===== config.mk =====
export PLATFORM = sky130hd
export DESIGN_NAME = div_radix2_axis_flat
export DESIGN_NICKNAME = d
export VERILOG_FILES = /design/src/rtl/div_radix2_axis_if.sv /design/src/rtl/div_radix2_axis.sv /design/src/flat_wrapper.sv
export SDC_FILE = /design/constraint.sdc
export NUM_CORES = 1
export LEC_CHECK = 0
export CAP_MARGIN = 20
export CORE_MARGIN = 10
export CORE_UTILIZATION = 48
export CTS_BUF_LIST = sky130_fd_sc_hd__clkbuf_4 sky130_fd_sc_hd__clkbuf_8
export DETAILED_ROUTE_END_ITERATION = 10
export PLACE_DENSITY = 0.7
export SLEW_MARGIN = 25
export SYNTH_ARGS = -nofsm -noshare
export SYNTH_HDL_FRONTEND = slang
export SYNTH_SLANG_ARGS = --single-unit

===== constraint.sdc =====
create_clock -name clk -period 7.69 [get_ports clk]
set_input_delay 0.769 -clock clk [delete_from_list [all_inputs] [get_ports clk]]
set_output_delay 0.769 -clock clk [all_outputs]
set_load 0.01 [all_outputs]

===== src/rtl/div_radix2_axis_if.sv =====
// div_radix2_axis_if: AXI-stream bundle between the EX-stage divide unit and the divider.
//   s_axis_dividend_*  dividend channel (tdata WIDTH bits, tvalid, tready)
//   s_axis_divisor_*   divisor channel  (tdata WIDTH bits, tvalid, tready)
//   m_axis_dout_*      result channel   (tdata {quotient, remainder}, tvalid, tready)
// The master modport is the requester side (divide unit); the slave modport is the divider.
interface div_radix2_axis_if #(
  parameter int unsigned WIDTH = 32
);
  logic [WIDTH-1:0]   s_axis_dividend_tdata;
  logic               s_axis_dividend_tvalid;
  logic               s_axis_dividend_tready;
  logic [WIDTH-1:0]   s_axis_divisor_tdata;
  logic               s_axis_divisor_tvalid;
  logic               s_axis_divisor_tready;
  logic [2*WIDTH-1:0] m_axis_dout_tdata;
  logic               m_axis_dout_tvalid;
  logic               m_axis_dout_tready;

  modport master (
    output s_axis_dividend_tdata, s_axis_dividend_tvalid,
    output s_axis_divisor_tdata, s_axis_divisor_tvalid,
    output m_axis_dout_tready,
    input  s_axis_dividend_tready, s_axis_divisor_tready,
    input  m_axis_dout_tdata, m_axis_dout_tvalid
  );

  modport slave (
    input  s_axis_dividend_tdata, s_axis_dividend_tvalid,
    input  s_axis_divisor_tdata, s_axis_divisor_tvalid,
    input  m_axis_dout_tready,
    output s_axis_dividend_tready, s_axis_divisor_tready,
    output m_axis_dout_tdata, m_axis_dout_tvalid
  );
endinterface


===== src/rtl/div_radix2_axis.sv =====
// div_radix2_axis: iterative radix-2 restoring divider with AXI-stream operand/result channels.
// Ports:
//   clk    rising-edge clock
//   rst_n  asynchronous active-low reset
//   axis   div_radix2_axis_if.slave: dividend/divisor in, {quotient, remainder} out
// Parameters: WIDTH operand width, SIGNED 1 = two's-complement, 0 = unsigned.
// Optional macro DIV_OUT_TREADY_EN: when defined, the result is held until m_axis_dout_tready;
// when undefined, m_axis_dout_tvalid is a single-cycle pulse and tready is ignored.
// One operation in flight; result appears WIDTH+1 cycles after the accept edge.
module div_radix2_axis #(
  parameter int unsigned WIDTH  = 32,
  parameter bit          SIGNED = 1'b1
) (
  input logic              clk,
  input logic              rst_n,
  div_radix2_axis_if.slave axis
);

  localparam int unsigned CntW = $clog2(WIDTH + 1);

  localparam logic [1:0] IDLE = 2'd0;
  localparam logic [1:0] CALC = 2'd1;
  localparam logic [1:0] DONE = 2'd2;

  logic [1:0]         state_q, state_d;
  logic [CntW-1:0]    cnt_q, cnt_d;
  logic [WIDTH-1:0]   rem_q, rem_d;
  logic [WIDTH-1:0]   quo_q, quo_d;
  logic [WIDTH-1:0]   dvs_abs_q, dvs_abs_d;
  logic [WIDTH-1:0]   dvd_q, dvd_d;
  logic               qneg_q, qneg_d;
  logic               rneg_q, rneg_d;
  logic               div0_q, div0_d;
  logic [2*WIDTH-1:0] dout_q, dout_d;
  logic               valid_q, valid_d;

  logic               accept;
  logic               dvd_neg, dvs_neg;
  logic [WIDTH-1:0]   dvd_abs, dvs_abs;
  logic [WIDTH:0]     shifted, trial;
  logic [WIDTH-1:0]   q_fin, r_fin;

  // Both channels transfer together; a lone tvalid is left waiting.
  assign accept = (state_q == IDLE) & axis.s_axis_dividend_tvalid & axis.s_axis_divisor_tvalid;
  assign axis.s_axis_dividend_tready = accept;
  assign axis.s_axis_divisor_tready  = accept;
  assign axis.m_axis_dout_tdata      = dout_q;
  assign axis.m_axis_dout_tvalid     = valid_q;

`ifndef DIV_OUT_TREADY_EN
  logic unused_dout_tready;
  assign unused_dout_tready = axis.m_axis_dout_tready;
`endif

  assign dvd_neg = SIGNED & axis.s_axis_dividend_tdata[WIDTH-1];
  assign dvs_neg = SIGNED & axis.s_axis_divisor_tdata[WIDTH-1];
  // -MIN wraps to MIN, which read as unsigned is exactly 2^(WIDTH-1).
  assign dvd_abs = dvd_neg ? -axis.s_axis_dividend_tdata : axis.s_axis_dividend_tdata;
  assign dvs_abs = dvs_neg ? -axis.s_axis_divisor_tdata : axis.s_axis_divisor_tdata;

  // Partial remainder stays below |divisor|, so only the shifted/trial value needs WIDTH+1 bits.
  assign shifted = {rem_q, quo_q[WIDTH-1]};
  assign trial   = shifted - {1'b0, dvs_abs_q};

  // Divide by zero bypasses sign correction: all-ones quotient, raw dividend as remainder.
  assign q_fin = div0_q ? '1 : (qneg_q ? -quo_q : quo_q);
  assign r_fin = div0_q ? dvd_q : (rneg_q ? -rem_q : rem_q);

  always_comb begin
    state_d   = state_q;
    cnt_d     = cnt_q;
    rem_d     = rem_q;
    quo_d     = quo_q;
    dvs_abs_d = dvs_abs_q;
    dvd_d     = dvd_q;
    qneg_d    = qneg_q;
    rneg_d    = rneg_q;
    div0_d    = div0_q;
    dout_d    = dout_q;
    valid_d   = valid_q;
    case (state_q)
      IDLE: begin
        if (accept) begin
          dvd_d     = axis.s_axis_dividend_tdata;
          dvs_abs_d = dvs_abs;
          quo_d     = dvd_abs;
          rem_d     = '0;
          cnt_d     = '0;
          qneg_d    = dvd_neg ^ dvs_neg;
          rneg_d    = dvd_neg;
          div0_d    = (axis.s_axis_divisor_tdata == '0);
          state_d   = CALC;
        end
      end
      CALC: begin
        if (cnt_q == CntW'(WIDTH)) begin
          // All quotient bits done; this cycle registers the corrected result.
          dout_d  = {q_fin, r_fin};
          valid_d = 1'b1;
          state_d = DONE;
        end else begin
          rem_d = trial[WIDTH] ? shifted[WIDTH-1:0] : trial[WIDTH-1:0];
          quo_d = {quo_q[WIDTH-2:0], ~trial[WIDTH]};
          cnt_d = cnt_q + CntW'(1);
        end
      end
      DONE: begin
`ifdef DIV_OUT_TREADY_EN
        if (axis.m_axis_dout_tready) begin
          valid_d = 1'b0;
          state_d = IDLE;
        end
`else
        valid_d = 1'b0;
        state_d = IDLE;
`endif
      end
      default: state_d = IDLE;
    endcase
  end

  always_ff @(posedge clk or negedge rst_n) begin
    if (!rst_n) begin
      state_q   <= IDLE;
      cnt_q     <= '0;
      rem_q     <= '0;
      quo_q     <= '0;
      dvs_abs_q <= '0;
      dvd_q     <= '0;
      qneg_q    <= 1'b0;
      rneg_q    <= 1'b0;
      div0_q    <= 1'b0;
      dout_q    <= '0;
      valid_q   <= 1'b0;
    end else begin
      state_q   <= state_d;
      cnt_q     <= cnt_d;
      rem_q     <= rem_d;
      quo_q     <= quo_d;
      dvs_abs_q <= dvs_abs_d;
      dvd_q     <= dvd_d;
      qneg_q    <= qneg_d;
      rneg_q    <= rneg_d;
      div0_q    <= div0_d;
      dout_q    <= dout_d;
      valid_q   <= valid_d;
    end
  end

endmodule


===== src/flat_wrapper.sv =====
// flat-port wrapper written by rule: the top's interface ports become plain ports
module div_radix2_axis_flat 
#(
  parameter int unsigned WIDTH  = 32,
  parameter bit          SIGNED = 1'b1
)
  (clk, rst_n, axis_s_axis_dividend_tdata, axis_s_axis_dividend_tvalid, axis_s_axis_divisor_tdata, axis_s_axis_divisor_tvalid, axis_m_axis_dout_tready, axis_s_axis_dividend_tready, axis_s_axis_divisor_tready, axis_m_axis_dout_tdata, axis_m_axis_dout_tvalid);
  div_radix2_axis_if #(.WIDTH(WIDTH)) axis_i ();
  input logic clk;
  input logic rst_n;
  input wire logic [$bits(axis_i.s_axis_dividend_tdata)-1:0] axis_s_axis_dividend_tdata;
  input wire logic [$bits(axis_i.s_axis_dividend_tvalid)-1:0] axis_s_axis_dividend_tvalid;
  input wire logic [$bits(axis_i.s_axis_divisor_tdata)-1:0] axis_s_axis_divisor_tdata;
  input wire logic [$bits(axis_i.s_axis_divisor_tvalid)-1:0] axis_s_axis_divisor_tvalid;
  input wire logic [$bits(axis_i.m_axis_dout_tready)-1:0] axis_m_axis_dout_tready;
  output wire logic [$bits(axis_i.s_axis_dividend_tready)-1:0] axis_s_axis_dividend_tready;
  output wire logic [$bits(axis_i.s_axis_divisor_tready)-1:0] axis_s_axis_divisor_tready;
  output wire logic [$bits(axis_i.m_axis_dout_tdata)-1:0] axis_m_axis_dout_tdata;
  output wire logic [$bits(axis_i.m_axis_dout_tvalid)-1:0] axis_m_axis_dout_tvalid;
  assign axis_i.s_axis_dividend_tdata = axis_s_axis_dividend_tdata;
  assign axis_i.s_axis_dividend_tvalid = axis_s_axis_dividend_tvalid;
  assign axis_i.s_axis_divisor_tdata = axis_s_axis_divisor_tdata;
  assign axis_i.s_axis_divisor_tvalid = axis_s_axis_divisor_tvalid;
  assign axis_i.m_axis_dout_tready = axis_m_axis_dout_tready;
  assign axis_s_axis_dividend_tready = axis_i.s_axis_dividend_tready;
  assign axis_s_axis_divisor_tready = axis_i.s_axis_divisor_tready;
  assign axis_m_axis_dout_tdata = axis_i.m_axis_dout_tdata;
  assign axis_m_axis_dout_tvalid = axis_i.m_axis_dout_tvalid;
  div_radix2_axis #(.WIDTH(WIDTH), .SIGNED(SIGNED)) u_core (.clk(clk), .rst_n(rst_n), .axis(axis_i));
endmodule

### Yosys cells after proc, flatten, opt, wreduce, memory -nomap -nowiden

Index checks and enable logic that the tools add are counted.

* reductions and logical operators: 9
* equality and inequality tests: 6
* bitwise logic cells: 4
* mux-type cells: 21
* $add $sub $neg: 6

Operators with widths (number)
* two-way mux 32 bit: 11
* negation 32 bit: 4
* one-hot mux 32 bit (2 select lines): 2
* subtractor 33 x 32 -> 33 bit: 1
* logical NOT 32 bit: 1
* two-way mux 6 bit: 2
* one-hot mux 6 bit (2 select lines): 1
* AND reduction 2 bit: 4
* adder 6 x 1 -> 6 bit (second input constant): 1
* == test 6 bit (second input constant): 1
* two-way mux 2 bit: 2
* != test 2 bit (second input constant): 2
* one-hot mux 2 bit (2 select lines): 1
* nonzero test 2 bit: 2
* AND reduction 3 bit: 1
* AND 1 bit: 2
* == test 2 x 1 -> 1 bit (second input constant): 1
* == test 2 bit (second input constant): 1
* logical NOT 2 bit: 1
* != test 2 x 1 -> 1 bit (second input constant): 1
* one-hot mux 1 bit (2 select lines): 1
* two-way mux 1 bit: 1
* inverter 1 bit: 1
* XOR 1 bit: 1

* bits in registers: 204
* input port bits: 69
* output and inout port bits: 67
* logic and storage cells: 57

### Logic depth before layout (Yosys ltp)

* depth after elaboration: 5
* depth in mapped cells: 15
* gate-level depth less buffers: 13

### Least setup slack after synthesis

No wires, ideal clock.

* path type: input to register
* from: in axis_s_axis_dividend_tdata[8]
* to: reg u_core.quo_q[29]
* setup slack: 4260 ps
* buffers on the path: 0
* data required time: 7608 ps
* arrival time: 3348 ps
* stages: 10
* setup time: 82 ps
* path through: nor4_4 > nand4_1 > or4_4 > or4_4 > or3_4 > or4_4 > o41ai_2 > xnor2_1 > nor2_1 > a31oi_1

* longest elaborated chain between the ends: 4

Ends and longest elaborated chain
* start: declaration: RTL line flat_wrapper.sv:11 `input wire logic [$bits(axis_i.s_axis_dividend_tdata)-1:0] axis_s_axis_dividend_tdata;`
* negation 32 bit: RTL line div_radix2_axis.sv:58 `assign dvd_abs = dvd_neg ? -axis.s_axis_dividend_tdata : axis.s_axis_dividend_tdata;`
* two-way mux 32 bit: RTL line div_radix2_axis.sv:58
* two-way mux 32 bit: RTL line div_radix2_axis.sv:83 `if (accept) begin`
* one-hot mux 32 bit (2 select lines): RTL line div_radix2_axis.sv:81 `case (state_q)`
* end signal: assignment: RTL line div_radix2_axis.sv:139 `quo_q <= quo_d;`
* end: declaration: RTL line div_radix2_axis.sv:28 `logic [WIDTH-1:0] quo_q, quo_d;`

No other way between the ends. The select of a mux whose other input is x is not followed.
A chain may end at the register's enable or synchronous reset.

### Worst setup path after layout

* from: reg u_core.quo_q[31]
* to: reg u_core.rem_q[11]

* longest elaborated chain between the ends: 4

Ends and longest elaborated chain
* subtractor 33 x 32 -> 33 bit: RTL line div_radix2_axis.sv:63 `assign trial = shifted - {1'b0, dvs_abs_q};`
* two-way mux 32 bit: RTL line div_radix2_axis.sv:102 `rem_d = trial[WIDTH] ? shifted[WIDTH-1:0] : trial[WIDTH-1:0];`
* two-way mux 32 bit: RTL line div_radix2_axis.sv:96 `if (cnt_q == CntW'(WIDTH)) begin`
* one-hot mux 32 bit (2 select lines): RTL line div_radix2_axis.sv:81
* end signal: assignment: RTL line div_radix2_axis.sv:138 `rem_q <= rem_d;`
* end: declaration: RTL line div_radix2_axis.sv:27 `logic [WIDTH-1:0] rem_q, rem_d;`

No other way between the ends. The select of a mux whose other input is x is not followed.

==> qor.csv <==
stage,metric,value,unit
placed_design,place.gp.congestion,0.8859,
final_layout,fillers,2312,
clock_tree,cts_root_buf,clkbuf_8,
route,first_iter_violations,700,
die,ios,136,
clock_tree,holdBufCountCts,0,
logic_synthesis,synth_common_cells,"nand2_1, dfrtp_1, o21ai_0, a21oi_1, nor2_1",
logic_synthesis,ys_seq_area_share,41.17,%
route,via_per_inst,5.394,
global_route,grt_pass1_vias,10350,
die,core,0.02525,sq mm
timing,fmax,237.5,MHz
timing,min_period_over_period,54.76,%
clock_tree,cts_buffer_depth,3,
timing,drv_slew,0,
clock_tree,ctsResizeCount,0,
logic_synthesis,ys.warnings.count,0,
global_route,grt_max_degree,97,
logic_synthesis,yosys.area.top_type,dfrtp_1,
clock_tree,clk_pin_slew,0.06,ns
clock_tree,clock_latency,0.53,ns
global_route,grtUsageTotal,18.07,%
timing,fin_skew,0.01929,ns
route,drc,0,
route,dr.pass1.iters,4,
power,p_leak,0.006540,uW
global_route,gr-total-overflow,0,
timing,worst_slack,3.479,ns
critical_path,worst_setup_path_end_kind,register,
power,peakVddDrop,0.2887,mV
die,num_rows,58,
critical_path,crit_arrival,4.59,ns
logic_synthesis,synth.ff_latch_count,203,
route,via_count,10510,
placed_design,dp_hpwl,22410,um
timing,hold_violations,0,
logic_synthesis,synth_ff_type,dfrtp_1,
die,chipHeight,180.3,um
timing,finalSetupTns,0,ns
timing,tightest_slew,0.9746,ns
timing,rsz0062_at_grt,no,
route,wl_per_cell,15.75,um
clock_tree,post_cts.repair.setup_buffers,0,
logic_synthesis,synthCells,1483,
logic_synthesis,synth_area_per_cell,8.321,sq um
die,die-area,0.03252,sq mm
critical_path,crit_type,register to register,
route,ant_nets,0,
clock_tree,h-tree-depth,2,
logic_synthesis,synth.distinct_cells,58,
final_layout,drive_gt1_share,5.991,%
timing,slew_headroom,35.03,%
logic_synthesis,synth.most_common_cell,nand2_1,
final_layout,area_growth,19.26,%
logic_synthesis,synth_edf_count,0,
placed_design,numPortBuffers,134,
final_layout,antenna_cells,0,
timing,setup_violations,0,
die,initial_utilization,48.86,%
clock_tree,cts_tree,yes,
critical_path,crit_fanout,34,
worst_hold_path,hold_path_class,input port to async pin,
final_layout,fin_nets,1701,
clock_tree,cts_buffers,37,
run,drv_cap,0,
global_route,grt_pass1_wl,50590,um
placed_design,place_ws,3.421,ns
logic_synthesis,synth_top_cell_area_share,41.17,%
global_route,antenna_found_initial,0,
critical_path,cp-start-kind,register,
logic_synthesis,syn-cell-area,0.01234,sq mm
route,wl,30690,um
logic_synthesis,synth.net_count,1591,
clock_tree,cts_sinks,203,
critical_path,worstPathRequired,8.07,ns
die,die_x,180.3,um
logic_synthesis,ys_top_cells_by_area,"dfrtp_1, nand2_1, xor2_1, o21ai_0, a21oi_1",
timing,period_minus_slack,4.211,ns
logic_synthesis,synthArstFlopShare,100.0,%
power,pwr_density_cell,472.3,mW/mm^2
outcome,status,finished clean,
==> through the flow <==
step | instance area [sq um] | utilization (%) | hold WS, ns | total power, uW | cells
global route | 14720 | 58.27 | 0.3598 | 7605 | 1949
global placement | 13930 | 55.15 | 0.4599 | 5748 | 1884
detailed placement | 13920 | 55.13 | 0.4642 | 5861 | 1884
CTS | 14720 | 58.27 | 0.3290 | 6992 | 1949
finish | 14720 | 58.27 | 0.2986 | 6951 | 1949
floorplan | 12340 | - | 0.4460 | 4775 | 1483
==> final timing paths <==
| path | start | endpoint | slack [ns] | cells past startpoint |
|---|---|---|---|---|
| max in group asynchronous | rst_n | u_core.dvd_q[8]$_DFFE_PN0P_ | 6.18 | 2 |
| worst min register to register | u_core.dvs_abs_q[9]$_DFFE_PN0P_ | u_core.dvs_abs_q[9]$_DFFE_PN0P_ | 0.47 | 2 |
| worst max register to register | u_core.quo_q[31]$_DFFE_PN0P_ | u_core.rem_q[11]$_DFFE_PN0P_ | 3.48 | 14 |
| worst min-delay path | rst_n | u_core.axis.m_axis_dout_tdata[61]$_DFFE_PN0P_ | 0.30 | 1 |
| min in group clk | u_core.dvs_abs_q[9]$_DFFE_PN0P_ | u_core.dvs_abs_q[9]$_DFFE_PN0P_ | 0.47 | 2 |
| worst max-delay path | u_core.quo_q[31]$_DFFE_PN0P_ | u_core.rem_q[11]$_DFFE_PN0P_ | 3.48 | 14 |
==> where the power goes <==
| part | switching [uW] | internal, uW |
|---|---|---|
| clock network | 438 | 643 |
| logic | 2060 | 1700 |
| registers | 529 | 1580 |
| total | 3030 | 3920 |
==> logic make-up after synthesis <==
kind of cell	count (synthesis)	share of synthesized area (%)
and+or+nand+nor	517	18.39
xor gates and xnor gates	148	10.51
buffers and inverters	129	4.056
adders and majority gates	39	4.015
DFF	203	41.17
AOI/OAI and AO/OA	414	19.18
muxes	33	2.677
==> sequential cells by signal (all words and copies together), names as in the netlist <==
signal,cells
u_core.quo_q,32
u_core.dvs_abs_q,32
u_core.rem_q,32
u_core.rneg_q,1
u_core.div0_q,1
u_core.dvd_q,31
u_core.axis.m_axis_dout_tvalid,1
u_core.cnt_q,6
u_core.qneg_q,1
u_core.axis.m_axis_dout_tdata,64
u_core.state_q,2
==> routing by layer <==
layer	vias to the layer above	share of wire (%)	wire, um	track usage [%]
met5	-	0	0	0
met4	0	2.6	795	6.004
met3	51	4.9	1494	3.434
met2	248	46	14180	29.74
met1	4855	46	14230	23.36
li1	5359	-	-	-
==> placed cells by master, fill, tap and decap left out, drive strengths merged, types with 18 or more instances in the layout <==
cell type / Yosys / layout
nor2: 122 / 122
clkbuf: 53 / 62
xnor2: 40 / 40
nand3: 18 / 18
o21ai: 187 / 187
mux2i: 33 / 33
o31ai: 34 / 34
xor2: 108 / 108
or3: 22 / 22
nand2: 282 / 282
clkdlybuf4s50: 0 / 132
ha: 38 / 38
a21oi: 127 / 127
inv: 53 / 53
or4: 24 / 24
dfrtp: 203 / 203
==> worst max-delay path: stages (launching register included) <==
cell	delay, ns
dfrtp_1	0.35
inv_1	0.15
ha_1	0.25
fa_1	0.41
inv_1	0.07
a21o_1	0.13
a41oi_1	0.20
o31ai_1	0.63
a31o_2	0.33
a211o_1	0.17
nand2_1	0.13
o311ai_2	0.35
buf_4	0.52
mux2i_1	0.27
o21ai_0	0.09
==> final cells by class <==
class	count	area, sq um	share of cell area, %
Sequential cell	203	5081	34.53
Timing Repair Buffer	147	1438	9.770
Inverter	53	198.9	1.352
Clock buffer	61	745.7	5.068
Multi-Input combinational cell	1151	6792	46.15
Tap cell	330	412.9	2.806
Clock inverter	4	47.55	0.3231
Note: power is estimated with default switching activity, not from simulation.
